## config.mk

```make
export PLATFORM = sky130hd
export DESIGN_NAME = jt053247_draw
export DESIGN_NICKNAME = d
export VERILOG_FILES = /design/src/rtl/jt053247_draw.sv
export SDC_FILE = /design/constraint.sdc
export NUM_CORES = 1
export LEC_CHECK = 0
export BUFFER_PORTS_ARGS = -buffer_cell sky130_fd_sc_hd__buf_2
export CORE_UTILIZATION = 50
export CTS_CLUSTER_DIAMETER = 50
export DETAILED_ROUTE_END_ITERATION = 16
export PLACE_DENSITY_LB_ADDON = 0.3
export SLEW_MARGIN = 40
export SYNTH_ARGS = -nofsm -noshare
export SYNTH_HDL_FRONTEND = slang
export SYNTH_SLANG_ARGS = --single-unit
```

## constraint.sdc

```tcl
create_clock -name clk -period 2.3 [get_ports clk]
set_input_delay 0.115 -clock clk [delete_from_list [all_inputs] [get_ports clk]]
set_output_delay 0.115 -clock clk [all_outputs]
set_load 0.01 [all_outputs]
```

## src/rtl/jt053247_draw.sv

```systemverilog
// Sprite tile-row drawer behind the 053246 scanner: fetches one 16-pixel tile row,
// applies horizontal zoom/flip and writes opaque pixels to the object line buffer.
// Optional: define JT053247_CLIP_EN to suppress writes outside columns 0x020..0x19F.
module jt053247_draw #(
    parameter int unsigned ZW = 12,
    parameter int unsigned AW = 9
) (
    input  logic          clk,
    input  logic          rstn,
    input  logic          dr_start,
    output logic          dr_busy,
    input  logic [15:0]   code,
    input  logic [9:0]    attr,
    input  logic [1:0]    shd,
    input  logic          hflip,
    input  logic          vflip,
    input  logic [8:0]    hpos,
    input  logic [3:0]    ysub,
    input  logic [ZW-1:0] hzoom,
    input  logic          hz_keep,
    output logic [20:0]   rom_addr,
    output logic          rom_cs,
    input  logic          rom_ok,
    input  logic [31:0]   rom_data,
    output logic [AW-1:0] buf_addr,
    output logic [15:0]   buf_din,
    output logic          buf_we
);

    localparam int unsigned ACCW = 13;
    localparam logic [ACCW-1:0] ACC_END = ACCW'(1024);

    typedef enum logic [1:0] {IDLE, FETCH, DRAW} state_e;

    state_e          state_q, state_d;
    logic [ACCW-1:0] acc_q, acc_d;
    logic [AW-1:0]   col_q, col_d;
    logic [15:0]     code_q, code_d;
    logic [9:0]      attr_q, attr_d;
    logic [1:0]      shd_q, shd_d;
    logic            hflip_q, hflip_d;
    logic [3:0]      row_q, row_d;
    logic [ZW-1:0]   hzoom_q, hzoom_d;
    logic [31:0]     data_q, data_d;
    logic            half_q, half_d;
    logic            busy_q, busy_d;
    logic            rom_cs_q, rom_cs_d;
    logic [20:0]     rom_addr_q, rom_addr_d;
    logic            buf_we_q, buf_we_d;
    logic [AW-1:0]   buf_addr_q, buf_addr_d;
    logic [15:0]     buf_din_q, buf_din_d;

    logic            accept;
    logic [3:0]      src;
    logic            hit;
    logic [31:0]     data_sh;
    logic [3:0]      pix;
    logic [ACCW-1:0] acc_nx;
    logic            done;
    logic [ACCW-1:0] acc_keep;
    logic            vis;

    assign accept   = (state_q == IDLE) && !busy_q && dr_start;
    assign src      = acc_q[9:6] ^ {4{hflip_q}};
    assign hit      = (src[3] == half_q);
    assign data_sh  = data_q << {src[2:0], 2'b00};
    assign pix      = data_sh[31:28];
    assign acc_nx   = acc_q + ACCW'(hzoom_q);
    assign done     = (acc_nx >= ACC_END);
    // Residual fraction carried into a continued tile
    assign acc_keep = (acc_q >= ACC_END) ? (acc_q - ACC_END) : acc_q;

`ifdef JT053247_CLIP_EN
    assign vis = (col_q >= AW'(32)) && (col_q <= AW'(415));
`else
    assign vis = 1'b1;
`endif

    // State and datapath registers
    always_ff @(posedge clk or negedge rstn) begin
        if (!rstn) begin
            state_q    <= IDLE;
            acc_q      <= '0;
            col_q      <= '0;
            code_q     <= '0;
            attr_q     <= '0;
            shd_q      <= '0;
            hflip_q    <= 1'b0;
            row_q      <= '0;
            hzoom_q    <= '0;
            data_q     <= '0;
            half_q     <= 1'b0;
            busy_q     <= 1'b0;
            rom_cs_q   <= 1'b0;
            rom_addr_q <= '0;
            buf_we_q   <= 1'b0;
            buf_addr_q <= '0;
            buf_din_q  <= '0;
        end else begin
            state_q    <= state_d;
            acc_q      <= acc_d;
            col_q      <= col_d;
            code_q     <= code_d;
            attr_q     <= attr_d;
            shd_q      <= shd_d;
            hflip_q    <= hflip_d;
            row_q      <= row_d;
            hzoom_q    <= hzoom_d;
            data_q     <= data_d;
            half_q     <= half_d;
            busy_q     <= busy_d;
            rom_cs_q   <= rom_cs_d;
            rom_addr_q <= rom_addr_d;
            buf_we_q   <= buf_we_d;
            buf_addr_q <= buf_addr_d;
            buf_din_q  <= buf_din_d;
        end
    end

    // Next-state logic
    always_comb begin
        state_d = state_q;
        case (state_q)
            IDLE:    if (accept && (hzoom != '0)) state_d = FETCH;
            FETCH:   if (rom_ok) state_d = DRAW;
            DRAW: begin
                if (!hit)      state_d = FETCH;
                else if (done) state_d = IDLE;
            end
            default: state_d = IDLE;
        endcase
    end

    // Datapath and registered-output next values
    always_comb begin
        acc_d      = acc_q;
        col_d      = col_q;
        code_d     = code_q;
        attr_d     = attr_q;
        shd_d      = shd_q;
        hflip_d    = hflip_q;
        row_d      = row_q;
        hzoom_d    = hzoom_q;
        data_d     = data_q;
        half_d     = half_q;
        rom_addr_d = rom_addr_q;
        buf_we_d   = 1'b0;
        buf_addr_d = buf_addr_q;
        buf_din_d  = buf_din_q;

        if (accept) begin
            code_d  = code;
            attr_d  = attr;
            shd_d   = shd;
            hflip_d = hflip;
            row_d   = ysub ^ {4{vflip}};
            hzoom_d = hzoom;
            if (hz_keep) begin
                acc_d = acc_keep;
            end else begin
                acc_d = '0;
                col_d = AW'(hpos);
            end
        end

        if ((state_q == FETCH) && rom_ok) begin
            data_d = rom_data;
            half_d = rom_addr_q[0];
        end

        if ((state_q == DRAW) && hit) begin
            buf_we_d   = (pix != 4'd0) && vis;
            buf_addr_d = col_q;
            buf_din_d  = {shd_q, attr_q, pix};
            col_d      = col_q + AW'(1);
            acc_d      = acc_nx;
        end

        // Half select is src[3] of the next pixel to draw
        if (state_d == FETCH) rom_addr_d = {code_d, row_d, acc_d[9] ^ hflip_d};

        rom_cs_d = (state_d == FETCH);
        busy_d   = (state_d != IDLE) || (accept && (hzoom == '0));
    end

    assign dr_busy  = busy_q;
    assign rom_cs   = rom_cs_q;
    assign rom_addr = rom_addr_q;
    assign buf_we   = buf_we_q;
    assign buf_addr = buf_addr_q;
    assign buf_din  = buf_din_q;

endmodule

```

* Yosys cells after proc, flatten, opt, wreduce, memory -nomap -nowiden
Index checks and enable logic that the tools add are counted.
Storage, ports and cells: register bits after elaboration 151, word-level logic and storage cells 65, input port bits 92, output and inout port bits 49
Cells by class: equal/unequal tests 6, reductions and logical operators 16, magnitude comparators 2, bitwise gates (word level) 3, mux-type cells 16, shifts and indexed selects 1, $add $sub $neg 3
Operators with widths (number):
- $mux W13 | 4
- $shl A32 B5 Y32 | 1
- $mux W9 | 3
- $ge A13 B11 Y1 const B | 2
- $mux W16 | 1
- $add A13 B12 Y13 | 1
- $sub A13 B11 Y13 const B | 1
- $logic_not A12 Y1 | 1
- $reduce_bool A12 Y1 | 1
- $add A9 B1 Y9 const B | 1
- $mux W2 | 4
- $xor A4 B4 Y4 | 2
- $logic_and A1 B1 Y1 | 6
- $pmux W2 S3 | 1
- $eq A2 B1 Y1 const B | 2
- $mux W4 | 1
- $reduce_and A2 Y1 | 2
- $reduce_bool A2 Y1 | 2
- $reduce_bool A4 Y1 | 1
- $ne A3 B1 Y1 const B | 1
- $eq A2 B2 Y1 const B | 1
- $logic_not A2 Y1 | 1
- $mux W1 | 2
- $ne A2 B1 Y1 const B | 1
- other kinds (4) | 4

* Logic depth before layout (Yosys ltp)
Gate-level depths: netlist (run 1).
depth in word-level cells 8, gate-level depth with buffers 9, depth with buffers taken out 9

* Worst setup path after synthesis (run 1)
No wires, ideal clock.
kind register to register, start register acc_q[6], end register state_q[1], library setup time 0.144 ns, required time 2.156 ns, path slack 0.096 ns, cell stages (with the launch flop) 8, arrival 2.060 ns, cells stage by stage dfrtp_1 -> ha_1 -> a21oi_1 -> o21ai_0 -> mux2i_1 -> o41ai_1 -> a2111oi_1 -> o31ai_1
Between the ends: cells in the longest elaborated chain, start to end 5
Ends and longest elaborated chain:
- from (decl) | line 36 | logic [ACCW-1:0] acc_q, acc_d;
- from (signal assigned) | line 83 | acc_q <= '0;
- from (signal assigned) | line 101 | acc_q <= acc_d;
- $add A13 B12 Y13 | line 68 | assign acc_nx = acc_q + ACCW'(hzoom_q);
- $ge A13 B11 Y1 | line 69 | assign done = (acc_nx >= ACC_END);
- $mux W2 | line 128 | else if (done) state_d = IDLE;
- $mux W2 | line 127 | if (!hit) state_d = FETCH;
- $pmux W2 S3 | line 123 | case (state_q)
- net state_d[1] | line 35 | state_e state_q, state_d;
- to (signal assigned) | line 100 | state_q <= state_d;
- to (decl) | line 35
The timed path passes the listed nets, and every way through them passes these cells. A chain may end at the register's enable or synchronous reset.

* Final worst setup path (run 1)
start register acc_q[0], end register acc_q[12]
Between the ends: cells in the longest elaborated chain, start to end 5, elaborated cells between the ends (all ways) 9
Ends and longest elaborated chain:
- $sub A13 B11 Y13 | line 71 | assign acc_keep = (acc_q >= ACC_END) ? (acc_q - ACC_END) : acc_q;
- $mux W13 | line 71
- $mux W13 | line 158 | if (hz_keep) begin
- $mux W13 | line 151 | if (accept) begin
- $mux W13 | line 171 | if ((state_q == DRAW) && hit) begin
Several ways; a longest one is shown, not always the timed one. The select of a mux whose other input is x is not followed.

==> flow_summary.json, run 1 <==
{
  "crit_path_end_kind": "flip-flop",
  "track_usage_pct": 26.40,
  "max-clock-path-buffers": 2,
  "n_antenna_cell": 0,
  "ant_nets": 0,
  "fin_worst_skew_ns": 0.01091,
  "die_w_um": 121.4,
  "path_cells": "ha_2, inv_2, fa_2, nand2b_4, a21oi_4, o211ai_1, buf_4, buf_6, o311ai_4, a221o_1",
  "peakVddDrop_uv": 796.8,
  "p_clk_share_pct": 18.7,
  "fin_cells": 1147,
  "synth-seq-area-share_pct": 53.04,
  "finalCritPeriodShare_pct": 100.5,
  "power.net_switching_uw": 5336,
  "tightest_slew_ns": 0.6817,
  "slew-limit-headroom_pct": 54.14,
  "numCtsBuffers": 17,
  "min_from": "hpos[3]",
  "antenna_found_initial": 0,
  "drive_above_1_share_pct": 28.13,
  "hold_viol_final": 0,
  "htree_levels": 4,
  "synth_async_sr_flop_share_pct": 100.0,
  "violations": "negative setup slack",
  "min_path_cells": 3,
  "outcome": "finished with violations",
  "cts-root-buf": "clkbuf_16",
  "holdWs_ns": 0.02106,
  "r2r.worst_path.cells": 10,
  "layout.nets": 1064,
  "clk-insertion-delay-late_ns": 0.42,
  "io_buffers": 140,
  "finalInstanceArea_mm2": 0.009662,
  "min_to": "col_q[3]",
  "syn_nets": 820,
  "r2r_start": "acc_q[0]",
  "hold_class": "input port to flip-flop",
  "cap_violations": 0,
  "timing.final.ws_setup_ns": -0.01204,
  "cell_internal_pwr_uw": 8431,
  "cp.arrival_ns": 2.67,
  "critical-path-slowest-cell": "dfrtp_1",
  "dpl.cell_count": 1029,
  "synth-edff-count": 0,
  "cts_sinks": 151,
  "row_count": 43,
  "p_leak_uw": 0.004861,
  "synth.avg_cell_area_um2": 10.01,
  "clk_pin_slew_ns": 0.06,
  "multi_input_area_mm2": 0.003242,
  "synth-seq-cells": 151,
  "crit_type": "flip-flop to flip-flop",
  "overflow": 0,
  "wl_per_cell_um": 16.06,
  "dieArea_mm2": 0.01473,
  "placed_area_mm2": 0.008150,
  "filler_cell_count": 1003,
  "place.gp.congestion": 0.8997,
  "cp_max_fo": 3,
  "ys_warn_count": 0,
  "cts_tree": "done",
  "final_core_util_pct": 69.61,
  "drc": 0,
  "power_frac_comb_pct": 46.8,
  "p_per_area_mw_per_mm2": 1425,
  "r2r_end": "acc_q[12]",
  "wirelength_um": 18430,
  "syn-cell-area_mm2": 0.007124,
  "core-area_mm2": 0.01388,
  "rsz0062_at_grt": "true",
  "drtPass1Iterations": 6,
  "die_h_um": 121.4,
  "period_needed_ns": 2.312,
  "first_global_vias": 6488,
  "start_util_pct": 51.33,
  "dp_hpwl_um": 11950,
  "dr.first_iter.drc_count": 459,
  "area_growth_pct": 35.62,
  "critical-path-max-stage-delay_ns": 0.36,
  "cp-start-kind": "flip-flop",
  "rrSetupSlack_ns": -0.01,
  "vias": 6225,
  "grt_max_degree": 69,
  "ys.flop_type": "dfrtp_1",
  "io_pins": 141,
  "worst_ep_required_time_ns": 2.66,
  "seqCellArea_mm2": 0.003779,
  "slew_viol_final": 0,
  "vias_per_cell": 5.427,
  "seq_power_share_pct": 34.4,
  "grt_first_pass_wirelength_um": 30190,
  "netlist_instances": 712,
  "swShare_pct": 38.76,
  "setup_viol": 1,
  "timing.fmax_mhz": 432.5,
  "ys_types": 56
}
## sequential cells by signal, indices dropped and copies added (netlist names), 10 cells and up
| name | count |
|---|---|
| hzoom_q | 12 |
| attr_q | 10 |
| rom_addr | 21 |
| data_q | 32 |
| buf_din | 16 |
| acc_q | 13 |
| code_q | 16 |
## how the worst max path moves through the flow
stage,from,end,slack [ns]
2_1_floorplan,acc_q[6],state_q[1],0.1
3_3_place_gp,acc_q[0],acc_q[12],-0.04
3_5_place_dp,acc_q[0],acc_q[12],-0.15
4_1_cts,state_q[0],rom_addr[17],0.004
5_1_grt,acc_q[0],acc_q[12],-0.10
6_report,acc_q[0],acc_q[12],-0.01
## cell usage after synthesis, drive strengths merged (2+ instances only)
| cell | count | area, um2 |
|---|---|---|
| a211oi | 3 | 22.52 |
| a21o | 4 | 30.03 |
| a21oi | 37 | 185.2 |
| a221o | 7 | 70.07 |
| a22o | 8 | 70.07 |
| a31oi | 3 | 25.02 |
| a41oi | 2 | 17.52 |
| and3 | 8 | 50.05 |
| buf | 16 | 107.6 |
| clkbuf | 18 | 67.56 |
| dfrtp | 151 | 3779 |
| ha | 15 | 187.7 |
| inv | 10 | 37.54 |
| mux2 | 52 | 623.1 |
| mux2i | 11 | 110.1 |
| nand2 | 226 | 848.3 |
| nand2b | 7 | 43.79 |
| nand3 | 14 | 70.07 |
| nand4 | 2 | 12.51 |
| nor2 | 17 | 66.32 |
| nor2b | 5 | 31.28 |
| nor3 | 4 | 20.02 |
| nor3b | 5 | 37.54 |
| nor4 | 4 | 25.02 |
| o211ai | 3 | 22.52 |
| o21ai | 37 | 185.2 |
| o22ai | 7 | 43.79 |
| o31ai | 4 | 30.03 |
| xnor2 | 8 | 77.58 |
| xor2 | 7 | 61.31 |
## timing repair
action | 4_1_cts | 5_1_grt
setup endpoints to repair | 4 | 25
setup buffers | 4 | 2
hold endpoints to repair | 147 | 0
hold buffers | 83 | 0
resized for setup | 7 | 15
pin swaps | 5 | 4
## cell type report
type                       count  share of cell area (%)
clock buffer                  20                   4.727
clock inverter                10                  0.8418
inverter                      10                  0.3885
multi-input combinational    517                   33.55
sequential                   151                   39.11
tap                          180                   2.331
timing repair buffer         259                   19.05
## critical path: cells and delay by family, from the launching register on
family / cells / cell delay (ns)
and+or+nand+nor: 1 / 0.16
adders and majority gates: 2 / 0.53
buffers and inverters: 3 / 0.35
AOI/OAI and AO/OA: 4 / 0.86
DFF: 1 / 0.36
## power by group through the flow
stage / combinational (uW) / clock [uW] / sequential, uW
after floorplan: 4150 / 0 / 4780
after global placement: 5810 / 0 / 4710
after detailed placement: 6070 / 0 / 4760
after CTS: 6290 / 2620 / 4730
after global routing: 7130 / 2730 / 4890
final: 6450 / 2580 / 4740
## metrics by stage
step	setup WS, ns	power, uW	setup TNS, ns
floorplan	0.09628	8931	0
global placement	-0.03773	10520	-0.09940
detailed placement	-0.1504	10830	-0.3846
CTS	0.004105	13630	0
global route	-0.1016	14750	-0.2212
finish	-0.01204	13770	-0.01204
## layer usage
| metal | share of wire, % | routed length [um] | GRT usage, % |
|---|---|---|---|
| met3 | 5.0 | 928 | 6.673 |
| met4 | 2.7 | 499 | 11.88 |
| met5 | 0 | 0 | 0 |
| met1 | 41 | 7559 | 31.09 |
| met2 | 51 | 9437 | 45.17 |
## cells in the final DEF (no fill, tap or decap), types with 8 or more instances in the layout
| master | netlist | final |
|---|---|---|
| dfrtp_1 | 151 | 151 |
| buf_2 | 10 | 139 |
| ha_1 | 15 | 14 |
| buf_4 | 0 | 32 |
| mux2_4 | 10 | 10 |
| nor2_1 | 16 | 14 |
| mux2i_1 | 11 | 11 |
| inv_1 | 10 | 9 |
| dlygate4sd3_1 | 0 | 83 |
| mux2_2 | 36 | 36 |
| a21oi_1 | 37 | 34 |
| clkbuf_16 | 0 | 17 |
| a22o_1 | 8 | 8 |
| nand2_1 | 226 | 225 |
| nand3_1 | 14 | 14 |
| o21ai_0 | 37 | 36 |
## cell families (layout without fill, tap and decap cells)
logic type,after synthesis,after routing,share of synthesized area (%)
compound gates,124,124,10.94
xor+xnor,16,16,2.266
fa+ha+maj,16,16,2.915
buf+inv,44,299,2.986
flops,151,151,53.04
mux,63,63,10.29
simple gates,298,298,17.56
Note: power is estimated with default switching activity, not from simulation.
==> inputs of run 2 (changes only) <==
--- a/config.mk
+++ b/config.mk
@@ -5,7 +5,9 @@
 export SDC_FILE = /design/constraint.sdc
 export NUM_CORES = 1
 export LEC_CHECK = 0
+export ABC_AREA = 1
 export BUFFER_PORTS_ARGS = -buffer_cell sky130_fd_sc_hd__buf_2
+export CORE_MARGIN = 2
 export CORE_UTILIZATION = 50
 export CTS_CLUSTER_DIAMETER = 50
 export DETAILED_ROUTE_END_ITERATION = 16
==> run 2 against run 1 <==
The run now ends clean. Routed wire length fell by 8.1%. Area after synthesis down 1.3%. Via count is 3.4% lower. Largest power group unchanged. Cell area down 3.4%. First-iteration DRC count is 14% lower. Worst setup slack improved by 0.27 ns. Clock-buffer cell count increased by 2. Total power fell by 7.9%.
==> flow_summary.json, run 2 <==
{
  "outcome": "finished clean",
  "final_common_cell": "nand2_1",
  "antenna_found_initial": 1,
  "synth-seq-cells": 151,
  "synth_area_leader_cell": "dfrtp_1",
  "r2r_start": "acc_q[0]",
  "core-area_mm2": 0.01383,
  "cts-root-buf": "clkbuf_16",
  "slew_viol_final": 0,
  "power.net_switching_uw": 4799,
  "synth_async_sr_flop_share_pct": 100.0,
  "largest-register": "data_q",
  "ys.flop_type": "dfrtp_1",
  "dr.first_iter.drc_count": 397,
  "finalPower_uw": 12680,
  "grt_max_degree": 55,
  "tightest_slew_ns": 0.7639,
  "netlist_instances": 796,
  "r2r.worst_path.cells": 9,
  "finalInstanceArea_mm2": 0.009330,
  "swShare_pct": 37.84,
  "timing.critical_path.buf_inv": 1,
  "cp.arrival_ns": 2.34,
  "hold_class": "input port to flip-flop",
  "clk_pin_slew_ns": 0.06,
  "syn-cell-area_mm2": 0.007032,
  "cell_internal_pwr_uw": 7884,
  "fin_setup_tns_ns": 0,
  "drive_above_1_share_pct": 20.96,
  "row_count": 43,
  "die_h_um": 122.6,
  "place.gp.congestion": 0.9016,
  "synth.most_common_cell": "nand2_1",
  "rsz0062_at_grt": "false",
  "yosys-top-cells-area": "dfrtp_1, nand2_1, mux2_2",
  "track_usage_pct": 23.77,
  "largest_reg_flops": 32,
  "p_per_area_mw_per_mm2": 1359,
  "htree_levels": 4,
  "final_cell_mix": "nand2_1, dfrtp_1, buf_2",
  "timing.fmax_mhz": 489.8,
  "cp-start-kind": "flip-flop",
  "dieArea_mm2": 0.01503,
  "rrSetupSlack_ns": 0.26,
  "synth.avg_cell_area_um2": 8.834,
  "vias": 6013,
  "synth_top_area_share_pct": 53.74,
  "period_needed_ns": 2.042,
  "cts_sinks": 151,
  "ant_nets": 0,
  "syn_nets": 904,
  "critPathLaunch": "acc_q[0]",
  "die_w_um": 122.6,
  "drc": 0,
  "critical-path-slowest-cell": "fa_1",
  "p_clk_share_pct": 23.4,
  "r2r_end": "dr_busy",
  "grt_first_pass_wirelength_um": 27950,
  "setup_viol": 0,
  "io_buffers": 140,
  "critical_path_cell_count": 9,
  "crit_end": "dr_busy",
  "dp_hpwl_um": 11010,
  "max-clock-path-buffers": 2,
  "ys_warn_count": 0,
  "p_leak_uw": 0.004817,
  "wl_per_cell_um": 14.03,
  "cap_violations": 0,
  "worst_ep_required_time_ns": 2.59,
  "area_growth_pct": 32.69,
  "clk-insertion-delay-late_ns": 0.42,
  "cpMostUsedCell": "nand3_1",
  "wirelength_um": 16930,
  "synth.top_cells.by_count": "nand2_1, dfrtp_1, inv_1, nor2_1, o21ai_0",
  "path_cells": "ha_1, inv_1, fa_1, o21bai_1, nand3_1, nand4_1, nand2_1, nand3_1, nand3_1",
  "synth-seq-area-share_pct": 53.74,
  "crit_type": "flip-flop to flip-flop",
  "start_util_pct": 50.86,
  "power_frac_comb_pct": 40.3,
  "overflow": 0,
  "critPathTopFamily": "adder cells",
  "layout.nets": 1123,
  "post_cts_buffers": 0,
  "seq_power_share_pct": 36.2,
  "peakVddDrop_uv": 815.5,
  "hold_viol_final": 0,
  "finalCritPeriodShare_pct": 88.76,
  "crit_path_end_kind": "flip-flop",
  "placed_area_mm2": 0.007891,
  "cts_tree": "done",
  "critical-path-max-stage-delay_ns": 0.43,
  "vias_per_cell": 4.982,
  "final_core_util_pct": 67.48,
  "fin_worst_skew_ns": 0.01122,
  "first_global_vias": 5932,
  "io_pins": 141,
  "synth-edff-count": 0,
  "ys_types": 37,
  "cp_max_fo": 4,
  "drtPass1Iterations": 5,
  "slew-limit-headroom_pct": 49.02,
  "numCtsBuffers": 17
}
[run 2: power groups by stage]
stage | logic (uW) | clock network (uW) | registers [uW]
finish | 5120 | 2970 | 4600
global placement | 4880 | 0 | 4590
CTS | 5120 | 3020 | 4580
detailed placement | 4980 | 0 | 4610
floorplan | 3570 | 0 | 4620
global route | 5820 | 3140 | 4730
[run 2: layer usage]
layer  track usage, %  share of wire (%)
met2            39.17                 49
met4            8.333                2.1
met3            5.483                4.9
met1            30.94                 44
met5                0                  0
[run 2: how the worst min path moves through the flow]
stage / from / to / slack, ns / cells after the start
after floorplan: rstn / acc_q[0] / -0.18 / 0
after detailed placement: rstn / buf_din[12] / 0.07 / 1
final: hpos[0] / col_q[0] / 0.02 / 5
after global routing: ysub[1] / row_q[1] / 0.04 / 3
after global placement: rstn / buf_din[12] / 0.08 / 1
after CTS: hpos[0] / col_q[0] / 0.001 / 5
[run 2: kinds of logic (layout without fill, tap and decap cells)]
kind of cell	Yosys count	in the layout	share of synthesized area, %
flip-flops	151	151	53.74
multiplexers	24	24	3.843
adder cells (fa/ha/maj)	16	16	2.954
other	0	1	0
XOR/XNOR	20	20	2.705
AND/OR/NAND/NOR	372	372	21.19
buffers and inverters	97	327	6.227
AO/OA/AOI/OAI	116	116	9.342
[run 2: repair_timing]
item / CTS / global route
gates resized for setup: 0 / 0
hold endpoints to repair: 132 / 0
hold buffers: 81 / 0
[run 2: worst reg2reg max path, cell delays in order (launching register included)]
cell and delay [ns]:
dfrtp_1 0.38, ha_1 0.21, inv_1 0.07, fa_1 0.43, o21bai_1 0.34, nand3_1 0.15
nand4_1 0.12, nand2_1 0.06, nand3_1 0.09, nand3_1 0.07
[run 2: cell type report]
| type | instances | area, um2 |
|---|---|---|
| fillers | 1102 | 4497 |
| flip-flops and latches | 151 | 3779 |
| multi-input cells | 548 | 2820 |
| repair buffers | 231 | 1630 |
| clock buffers | 22 | 454.2 |
| inverters | 66 | 247.7 |
| well taps | 180 | 225.2 |
| clock inverters | 8 | 171.4 |
| diodes | 1 | 2.502 |
[run 2: metrics by stage]
stage,instances,hold slack (ns),setup slack (ns)
floorplan,796,-0.1806,0.4956
global placement,1095,0.07719,0.3284
detailed placement,1095,0.07399,0.2833
CTS,1206,0.001331,0.2720
global route,1207,0.03744,0.05180
finish,1207,0.01776,0.2584
==> inputs of run 3 (changes only) <==
--- a/config.mk
+++ b/config.mk
@@ -7,11 +7,12 @@
 export LEC_CHECK = 0
 export ABC_AREA = 1
 export BUFFER_PORTS_ARGS = -buffer_cell sky130_fd_sc_hd__buf_2
+export CORE_ASPECT_RATIO = 1.4
 export CORE_MARGIN = 2
 export CORE_UTILIZATION = 50
 export CTS_CLUSTER_DIAMETER = 50
 export DETAILED_ROUTE_END_ITERATION = 16
-export PLACE_DENSITY_LB_ADDON = 0.3
+export PLACE_DENSITY = 0.73
 export SLEW_MARGIN = 40
 export SYNTH_ARGS = -nofsm -noshare
 export SYNTH_HDL_FRONTEND = slang
==> run 3 against run 2 <==
Combinational power is essentially flat. Non-clock buffer count grew 4. Total power is 0.88% lower. Largest cell class unchanged. Clock power fell by 5%. Via count is 1.4% higher. Final cell count up 0.66%. Fmax down 1.3%.
==> flow_summary.json, run 3 (synthesis gave the netlist of run 2 again) <==
{
  "clk_pin_slew_ns": 0.06,
  "cts_sinks": 151,
  "antenna_found_initial": 0,
  "min_from": "hflip",
  "ant_nets": 0,
  "drc": 0,
  "rrSetupSlack_ns": 0.23,
  "grt_first_pass_wirelength_um": 28770,
  "cts-root-buf": "clkbuf_16",
  "finalCritPeriodShare_pct": 89.92,
  "drtPass1Iterations": 4,
  "area_growth_pct": 32.53,
  "cp_max_fo": 4,
  "r2r.worst_path.cells": 9,
  "hold_class": "input port to flip-flop",
  "n_antenna_cell": 0,
  "crit_path_end_kind": "flip-flop",
  "p_per_area_mw_per_mm2": 1349,
  "finalInstanceArea_mm2": 0.009319,
  "wirelength_um": 17210,
  "core-area_mm2": 0.01385,
  "outcome": "finished clean",
  "drive_above_1_share_pct": 21.55,
  "die_w_um": 104.2,
  "rsz0062_at_grt": "false",
  "dieArea_mm2": 0.01504,
  "numCtsBuffers": 17,
  "min_to": "hflip_q",
  "die_h_um": 144.3,
  "setup_viol": 0,
  "overflow": 0,
  "multi_input_area_mm2": 0.002815,
  "dpl.cell_count": 1104,
  "layout.nets": 1127,
  "fin_cells": 1215,
  "vias": 6096,
  "grt_max_degree": 75,
  "cts.repair.resized": 0,
  "clk-insertion-delay-late_ns": 0.42,
  "fin_worst_skew_ns": 0.009916,
  "largest_reg_flops": 32,
  "timing.fmax_mhz": 483.5,
  "placed_area_mm2": 0.007910,
  "io_buffers": 140,
  "htree_levels": 4,
  "place.gp.congestion": 0.9229,
  "crit_type": "flip-flop to flip-flop",
  "min_path_cells": 3,
  "track_usage_pct": 24.08,
  "hold_viol_final": 0,
  "peakVddDrop_uv": 772.7,
  "tightest_slew_ns": 0.6612,
  "start_util_pct": 50.78,
  "filler_cell_count": 1185,
  "fin_setup_tns_ns": 0,
  "slew_viol_final": 0,
  "period_needed_ns": 2.068,
  "max-clock-path-buffers": 2,
  "cp.arrival_ns": 2.34,
  "final_cell_mix": "nand2_1, dfrtp_1, buf_2",
  "dp_hpwl_um": 11340,
  "r2r_end": "dr_busy",
  "dr.first_iter.drc_count": 274,
  "wl_per_cell_um": 14.16,
  "cp-start-kind": "flip-flop",
  "cts_tree": "done",
  "io_pins": 141,
  "p_leak_uw": 0.004804,
  "seqCellArea_mm2": 0.003779,
  "vias_per_cell": 5.017,
  "first_global_vias": 6165,
  "worst_ep_required_time_ns": 2.57,
  "slew-limit-headroom_pct": 55.92,
  "final_common_cell": "nand2_1",
  "largest-register": "data_q",
  "cap_violations": 0,
  "r2r_start": "acc_q[0]",
  "row_count": 51
}
[run 3: changes by cell type in the layout (fill, tap and decap cells not counted), sizes merged]
cell      previous run  this run
clkbuf              22        17
buf                150       154
clkinvlp             1         4
bufinv               5         3
clkinv               1         3
inv                 67        69
diode                1         0
[run 3: through the flow]
| step | setup slack (ns) | hold WS (ns) | utilization (%) | power [uW] |
|---|---|---|---|---|
| 3_5_place_dp | 0.2236 | 0.1792 | 57.12 | 9647 |
| 3_3_place_gp | 0.3124 | 0.1742 | 57.12 | 9495 |
| 5_1_grt | 0.04976 | 0.04069 | 67.30 | 13550 |
| 2_1_floorplan | 0.4956 | -0.1806 | - | 8191 |
| 6_report | 0.2318 | 0.01977 | 67.30 | 12570 |
| 4_1_cts | 0.2342 | 0.005465 | 67.30 | 12640 |
[run 3: cell type report]
type                    count  share of cell area (%)
clock buffers              17                   4.565
inverters                  66                   2.658
repair buffers            235                   17.68
flip-flops and latches    151                   40.55
well taps                 185                   2.484
clock inverters            13                   1.853
multi-input cells         548                   30.21
[run 3: worst max-delay path, stage by stage, from the launching register on]
cell and delay (ns):
dfrtp_1 0.37, ha_1 0.21, inv_1 0.07, fa_1 0.41, o21bai_1 0.33, nand3_1 0.16
nand4_1 0.13, nand2_1 0.07, nand3_1 0.10, nand3_1 0.07
[run 3: worst max-delay path by stage]
stage,from,end,slack [ns],cells past startpoint
global route,acc_q[0],dr_busy,0.05,10
floorplan,acc_q[0],dr_busy,0.50,9
CTS,acc_q[0],dr_busy,0.23,9
finish,acc_q[0],dr_busy,0.23,9
global placement,acc_q[0],dr_busy,0.31,9
detailed placement,acc_q[0],dr_busy,0.22,9
[run 3: repair_timing]
action	CTS	global route
buffers inserted	0	0
endpoints found under the hold margin	150	0
hold buffers	81	0
[run 3: metal layers]
metal,wire (um),track usage (%),vias to the layer above
met5,0,0,-
met4,468,9.602,0
met3,726,4.867,38
met2,8891,42.35,160
met1,7120,29.24,2900
li1,-,-,2998
[run 3: report_power, final]
group	leakage (uW)	switching, uW	internal, uW
combinational	0.00265	3090	2060
sequential	0.00187	693	3900
clock	0.000279	1120	1710
